## src/rtl/calc_defs.sv

```systemverilog
// Shared constants and types for the calculation units and the BCD converter.
package calc_defs;
    localparam int CONV_WIDTH = 32;
    localparam int BCD_DIGITS = 10;
    localparam int BCD_WIDTH  = 40;
    localparam int CNT_WIDTH  = 5;

    typedef enum logic {
        IDLE    = 1'b0,
        CONVERT = 1'b1
    } conv_state_t;

    // Significant-digit count: highest nonzero digit index + 1, minimum 1.
    function automatic logic [3:0] count_digits(input logic [BCD_WIDTH-1:0] bcd);
        logic [3:0] n;
        n = 4'd1;
        for (int k = 0; k < BCD_DIGITS; k++) begin
            if (bcd[4*k +: 4] != 4'd0) n = 4'(k + 1);
        end
        return n;
    endfunction
endpackage

```

## src/rtl/bcd_digit_adjust.sv

```systemverilog
// Double-dabble digit correction: a digit of 5 or more gets +3 before the shift.
module bcd_digit_adjust (
    input  logic [3:0] digit,
    output logic [3:0] adjusted
);
    assign adjusted = (digit >= 4'd5) ? digit + 4'd3 : digit;
endmodule

```

## src/rtl/product_bcd_converter.sv

```systemverilog
// 32-bit binary to 10-digit packed BCD, one shift-and-add-3 step per cycle.
module product_bcd_converter
    import calc_defs::*;
(
    input  logic                  Clk_in,
    input  logic                  Reset_in,
    input  logic                  Start_in,
    input  logic [CONV_WIDTH-1:0] Product_in32,
    output logic [BCD_WIDTH-1:0]  BCD_out40,
    output logic [3:0]            Num_digits_out4,
    output logic                  Busy_out,
    output logic                  Done_out
);
    conv_state_t           state, state_next;
    logic [CONV_WIDTH-1:0] bin_sr;
    logic [BCD_WIDTH-1:0]  bcd_work;
    logic [BCD_WIDTH-1:0]  bcd_adj;
    logic [BCD_WIDTH-1:0]  bcd_shifted;
    logic [CNT_WIDTH-1:0]  cnt;
    logic                  load;
    logic                  finish;

    for (genvar g = 0; g < BCD_DIGITS; g++) begin : g_adj
        bcd_digit_adjust u_adj (
            .digit    (bcd_work[4*g +: 4]),
            .adjusted (bcd_adj[4*g +: 4])
        );
    end

    // Binary MSB enters BCD bit 0; the adjusted top bit is always 0 for 32-bit inputs.
    assign bcd_shifted = {bcd_adj[BCD_WIDTH-2:0], bin_sr[CONV_WIDTH-1]};

    always_comb begin
        state_next = state;
        load       = 1'b0;
        finish     = 1'b0;
        case (state)
            IDLE: begin
                if (Start_in) begin
                    load       = 1'b1;
                    state_next = CONVERT;
                end
            end
            CONVERT: begin
                if (cnt == CNT_WIDTH'(CONV_WIDTH - 1)) begin
                    finish     = 1'b1;
                    state_next = IDLE;
                end
            end
            default: state_next = IDLE;
        endcase
    end

    always_ff @(posedge Clk_in) begin
        if (Reset_in) begin
            state           <= IDLE;
            bin_sr          <= '0;
            bcd_work        <= '0;
            cnt             <= '0;
            BCD_out40       <= '0;
            Num_digits_out4 <= 4'd1;
            Done_out        <= 1'b0;
        end else begin
            state    <= state_next;
            Done_out <= 1'b0;
            if (load) begin
                bin_sr   <= Product_in32;
                bcd_work <= '0;
                cnt      <= '0;
            end else if (state == CONVERT) begin
                bcd_work <= bcd_shifted;
                bin_sr   <= {bin_sr[CONV_WIDTH-2:0], 1'b0};
                cnt      <= cnt + CNT_WIDTH'(1);
            end
            if (finish) begin
                BCD_out40       <= bcd_shifted;
                Num_digits_out4 <= count_digits(bcd_shifted);
                Done_out        <= 1'b1;
            end
        end
    end

    assign Busy_out = (state == CONVERT);
endmodule

```

## config.mk

```make
export PLATFORM = sky130hd
export DESIGN_NAME = product_bcd_converter
export DESIGN_NICKNAME = d
export VERILOG_FILES = /design/src/rtl/calc_defs.sv /design/src/rtl/bcd_digit_adjust.sv /design/src/rtl/product_bcd_converter.sv
export SDC_FILE = /design/constraint.sdc
export NUM_CORES = 1
export LEC_CHECK = 0
export CORE_UTILIZATION = 25
export DETAILED_ROUTE_END_ITERATION = 8
export HOLD_SLACK_MARGIN = 0.02
export PLACE_DENSITY = 0.52
export SLEW_MARGIN = 40
export SYNTH_ARGS = -nofsm -noshare
export SYNTH_HDL_FRONTEND = slang
export SYNTH_SLANG_ARGS = --single-unit
export TNS_END_PERCENT = 1
```

## constraint.sdc

```tcl
create_clock -name Clk_in -period 4.3 [get_ports Clk_in]
set_clock_uncertainty 0.05 [all_clocks]
set_input_delay 0.86 -clock Clk_in [delete_from_list [all_inputs] [get_ports Clk_in]]
set_output_delay 0.86 -clock Clk_in [all_outputs]
set_load 0.03 [all_outputs]
```

==> out/results.ini, run 1 <==
[clocking]
insertion_delay_ps = 420
cts_tree = done
cts_max_path_buffers = 2
cts_buffers = 17
cts_hold_buf = 0
clk_pin_slew_worst_paths_ps = 50
postCtsSetupRepairBufs = 0
cts-htree-levels = 4
cts_root_buf = clkbuf_16
cts.sinks = 123
ctsResizeCount = 0

[status]
status = completed

[power]
irDropWorstVdd_v = 0.000254
powerDensity_nw_per_um2 = 397
cellLeakagePower_nw = 2.77
finalPower_w = 0.00296

[finish]
layout.nets = 807
seqCellArea_um2 = 2470
drive_gt1_share_pct = 7.99
fillCellCount = 2345
diodes = 0
multi_input_area_um2 = 3080
syn2layout_area_growth_pct = 29.2
final_cell_mix = nor2_1 (136), dfxtp_1 (122), a21oi_1 (87)
final_common_cell = nor2_1
instances_no_fill = 1048
final_area_um2 = 7460

[timing]
slew_headroom_pct = 50.6
setup_viol = 0
fmax_mhz = 348
tightest_slew_ps = 741
fin_crit_sh_pct = 66.8
drv_slew = 0
hold_viol_final = 0
setup_tns_ps = 0
finalCriticalPeriod_ps = 2870
rsz0062_at_grt = false

[grt]
grt_max_degree = 69
grt_antenna_before_repair = 0
grt_pass1_wl_um = 22500
grt_remaining_overflow = 0
grt_pass1_vias = 4445
grt.total_usage_pct = 11.9

[die]
io_pins = 81
start_util_pct = 25.5
core-area_um2 = 22600
rows = 55
dieArea_um2 = 23700
die_w_um = 154
chipHeight_um = 154

[hold_path]
hold_class = reg -> reg
whs_path_depth = 2

[routing]
drt-pass1-iter-count = 4
dr_total_vias = 4656
first_iter_violations = 205
ant_nets = 0
drc = 0
wire_per_inst_um = 13.0
wirelength_um = 13600
vias_per_cell = 4.44

[synthesis]
synth_top_area_cell = dfxtp_1
syn_avg_cell_area_um2 = 8.42
syn_inst = 686
syn_area_um2 = 5770
yosys_warnings = 0
syn_nets = 743
synthTopCellsByArea = dfxtp_1 (43%), mux2i_1 (11%), nor2_1 (8.8%)
ys_types = 44
yosysTopAreaCellShare_pct = 42.7
synth.ff_latch_count = 123
seq_area_frac_synth_pct = 42.7

[placed_design]
portBuffers = 80
dp.cells = 1016
placed_area_um2 = 6830
dp_hpwl_um = 9080
gp_routability_congestion = 0.720

[critical_path]
critPathMaxFanout = 68
crit_chain = clkdlybuf4s50_1
crit_path_max_incr_delay_ps = 790
reg2reg_depth = 4
arrival_ps = 1960
critPathTopFamily = buffers and inverters
cp_slowest_cell = clkdlybuf4s50_1
criticalPathCategory = reg -> out
start_kind = flop
end_kind = output pin
critical_path_buf_inv_count = 1
worstPathRequired_ps = 3390
crit_cells = 1

[job]
cap_viol_max_count = 0

-- tightest hold or removal path, cell delays in order (launching register included) --
cell and delay [ps]:
dfxtp_1 300, nand2_1 50, a21oi_1 50
-- path summary, 6_finish.rpt --
check / end / from / slack (ps)
setup / recovery: Busy_out / Busy_out$_SDFF_PP0_ / 1430
hold / removal: BCD_out40[2]$_SDFFE_PP0P_ / BCD_out40[2]$_SDFFE_PP0P_ / 400
setup reg to reg: Num_digits_out4[0]$_SDFFE_PP1P_ / Busy_out$_SDFF_PP0_ / 1840
hold reg to reg: BCD_out40[2]$_SDFFE_PP0P_ / BCD_out40[2]$_SDFFE_PP0P_ / 400
-- flip-flops by register name (all words and copies together) (netlist names) --
name,cells
BCD_out40,40
bcd_work,40
bin_sr,32
cnt,5
Num_digits_out4,4
Busy_out,1
Done_out,1
-- layout make-up --
class	count	share of cell area, %
Clock inverter	14	2.60
Timing Repair Buffer	86	11.4
Multi-Input combinational cell	501	41.3
Tap cell	285	4.78
Sequential cell	123	33.1
Inverter	21	1.06
Clock buffer	18	5.89
-- stage by stage --
step                util [%]  hold WS (ps)  setup slack, ps
finish                  33.0           403             1430
global route            33.0           421             1300
CTS                     33.0           407             1390
detailed placement      30.2           398             1770
global placement        30.1           394             1650
floorplan                  -           394             2170
-- synthesized netlist by cell type (all sizes together) --
cell and count:
nor2 136, dfxtp 123, a21oi 94, mux2i 62, nand2 58, clkbuf 30
a211oi 29, ha 22, inv 21, o21ai 19, nor3b 16, nand2b 12
buf 11, nand3 11, xnor2 11, nor3 7, and2 3, and3 2
mux2 2, nand4 2, nor2b 2, xor2 2, a21boi 1, a221o 1
a22oi 1, a31o 1, and4bb 1, nand3b 1, nand4b 1, nor4 1
nor4b 1, o2111ai 1, o211ai 1
-- cell families after synthesis --
family                   Yosys count  synth area share [%]
flip-flops                       123                  42.7
multiplexers                      64                  11.2
XOR/XNOR                          13                  1.97
buffers and inverters             62                  4.10
AND/OR/NAND/NOR                  254                  20.2
AO/OA/AOI/OAI                    148                  15.1
adder cells (fa/ha/maj)           22                  4.77
-- routing by layer --
metal / share of wire [%] / wire (µm) / GRT usage (%)
met4: 1.4 / 189 / 4.71
met5: 0 / 0 / 0
met2: 46 / 6320 / 19.7
met3: 3.3 / 447 / 2.90
met1: 49 / 6670 / 14.9
-- report_power, final --
group | internal, W | switching [W] | leakage (nW)
Sequential | 0.00117 | 0.0000327 | 0.998
Combinational | 0.000104 | 0.000121 | 1.46
Clock | 0.000987 | 0.000549 | 0.307
Total | 0.00226 | 0.000703 | 2.77
Note: power is estimated with default switching activity, not from simulation.
==> run 2, diff against run 1 <==
clock period = 2.77 ns   (was 4.3 ns; I/O delays follow)
==> out/results.ini, run 2 (synthesized netlist as in run 1, its figures left out) <==
[status]
status = completed

[timing]
slew_headroom_pct = 55.9  ; +5.3 points
setup_viol = 0  ; unchanged
hold_viol_final = 0  ; unchanged
finalCriticalPeriod_ps = 2270
whs_ps = 404  ; +0.655 ps
rsz0062_at_grt = false
drv_slew = 0  ; unchanged
fmax_mhz = 440
fin_crit_sh_pct = 82.1
tightest_slew_ps = 662  ; -79.2 ps
setup_tns_ps = 0  ; unchanged

[grt]
grt_max_degree = 55  ; -20%
grt_pass1_wl_um = 22100  ; -1.4%
grt_antenna_before_repair = 0  ; unchanged
grt_pass1_vias = 4398  ; -1.1%
grt.total_usage_pct = 11.8  ; -0.11 points
grt_remaining_overflow = 0  ; unchanged

[routing]
drc = 0  ; unchanged
wirelength_um = 13600  ; -0.27%
wire_per_inst_um = 12.9  ; -0.65%
vias_per_cell = 4.48  ; +0.88%
ant_nets = 0  ; unchanged
drt-pass1-iter-count = 4  ; unchanged
first_iter_violations = 214  ; +4.4%
dr_total_vias = 4715  ; +1.3%

[placed_design]
portBuffers = 80  ; unchanged
gp_routability_congestion = 0.762  ; +5.9%
placed_area_um2 = 6860  ; +0.40%
dp_hpwl_um = 9230  ; +1.6%

[die]
core-area_um2 = 22600  ; unchanged
chipHeight_um = 154  ; unchanged
io_pins = 81  ; unchanged
start_util_pct = 25.5  ; unchanged
rows = 55  ; unchanged
dieArea_um2 = 23700  ; unchanged
die_w_um = 154  ; unchanged

[hold_path]
hold_end = BCD_out40[5]$_SDFFE_PP0P_
whs_path_depth = 2  ; unchanged
worstHoldStart = BCD_out40[5]$_SDFFE_PP0P_
hold_class = reg -> reg

[critical_path]
reg2reg_depth = 9  ; +5
critPathMaxFanout = 20  ; -71%
crit_chain = clkdlybuf4s50_1
critPathTopFamily = buffers and inverters
reg2reg_slack_ps = 580  ; -1260 ps
critical_path_buf_inv_count = 1  ; unchanged
start_kind = flop
r2r_end = Num_digits_out4[0]$_SDFFE_PP1P_
end_kind = output pin
reg2reg_from = bcd_work[8]$_SDFFE_PP0P_
cp_slowest_cell = clkdlybuf4s50_1
crit_path_start = Busy_out$_SDFF_PP0_
arrival_ps = 1670  ; -290 ps
crit_path_max_incr_delay_ps = 750  ; -40 ps
worstPathRequired_ps = 2170  ; -1220 ps
criticalPathCategory = reg -> out

[clocking]
cts_tree = done
cts_hold_buf = 0  ; unchanged
insertion_delay_ps = 420  ; about the same
clk_pin_slew_worst_paths_ps = 60  ; about the same
ctsResizeCount = 0  ; unchanged
cts_max_path_buffers = 2  ; unchanged
cts.sinks = 123  ; unchanged
cts-htree-levels = 4  ; unchanged
cts_buffers = 17  ; unchanged
postCtsSetupRepairBufs = 0  ; unchanged
cts_root_buf = clkbuf_16

[finish]
layout.nets = 811  ; +0.50%
syn2layout_area_growth_pct = 29.4
final_cell_mix = nor2_1 (136), dfxtp_1 (122), a21oi_1 (87)
drive_gt1_share_pct = 8.34  ; +0.35 points
final_area_um2 = 7470  ; +0.10%
multi_input_area_um2 = 3080  ; about the same
fillCellCount = 2324  ; -0.90%
reg.largest.list = BCD_out40 x40, bcd_work x40, bin_sr x32
diodes = 0  ; unchanged
seqCellArea_um2 = 2470  ; unchanged
final_common_cell = nor2_1

[power]
powerDensity_nw_per_um2 = 607  ; +53%
irDropWorstVdd_v = 0.000360  ; +42%
cellLeakagePower_nw = 2.78  ; +0.34%
finalPower_w = 0.00454  ; +53%

[job]
cap_viol_max_count = 0  ; unchanged

run 2: cell count changes in the layout (fill, tap and decap cells not counted):
cell	previous run	this run
bufinv_16	4	3
nand2b_1	10	11
inv_6	2	5
clkinv_4	3	2
buf_4	5	9
inv_8	0	1
nand2b_2	2	1
clkinv_2	3	2
clkbuf_8	1	0
run 2: stage by stage:
step                      std cells  util [%]  setup WS [ps]
final                          1052      33.0            497
after global routing           1052      33.0            364
after CTS                      1052      33.0            469
after detailed placement       1020      30.3            571
after global placement         1020      30.3            590
after floorplan                 686         -            644
run 2: routing by layer:
| metal | up-vias | global-route usage, % | share of wire, % | wire, µm |
|---|---|---|---|---|
| met5 | - | 0 | 0 | 0 |
| met4 | 0 | 4.67 | 1.3 | 175 |
| met3 | 14 | 2.93 | 2.7 | 368 |
| met2 | 68 | 19.2 | 47 | 6340 |
| met1 | 2142 | 15.0 | 49 | 6700 |
| li1 | 2491 | - | - | - |
run 2: layout make-up:
class,count,share of cell area (%)
sequential,123,33.0
tap,285,4.77
inverter,21,1.06
clock inverter,15,2.51
timing repair buffer,90,11.8
clock buffer,17,5.70
multi-input combinational,501,41.2
run 2: worst max-delay path by stage:
stage                                            to  cells after the start
floorplan           Num_digits_out4[0]$_SDFFE_PP1P_                     10
CTS                                        Busy_out                      1
global route        Num_digits_out4[0]$_SDFFE_PP1P_                      9
global placement    Num_digits_out4[0]$_SDFFE_PP1P_                      9
detailed placement  Num_digits_out4[0]$_SDFFE_PP1P_                      9
finish                                     Busy_out                      1
run 2: power by group:
group | leakage (nW) | internal (W) | total [W] | switching (W)
registers | 0.998 | 0.00181 | 0.00185 | 0.0000374
clock network | 0.297 | 0.00143 | 0.00232 | 0.000884
logic | 1.48 | 0.000164 | 0.000367 | 0.000203
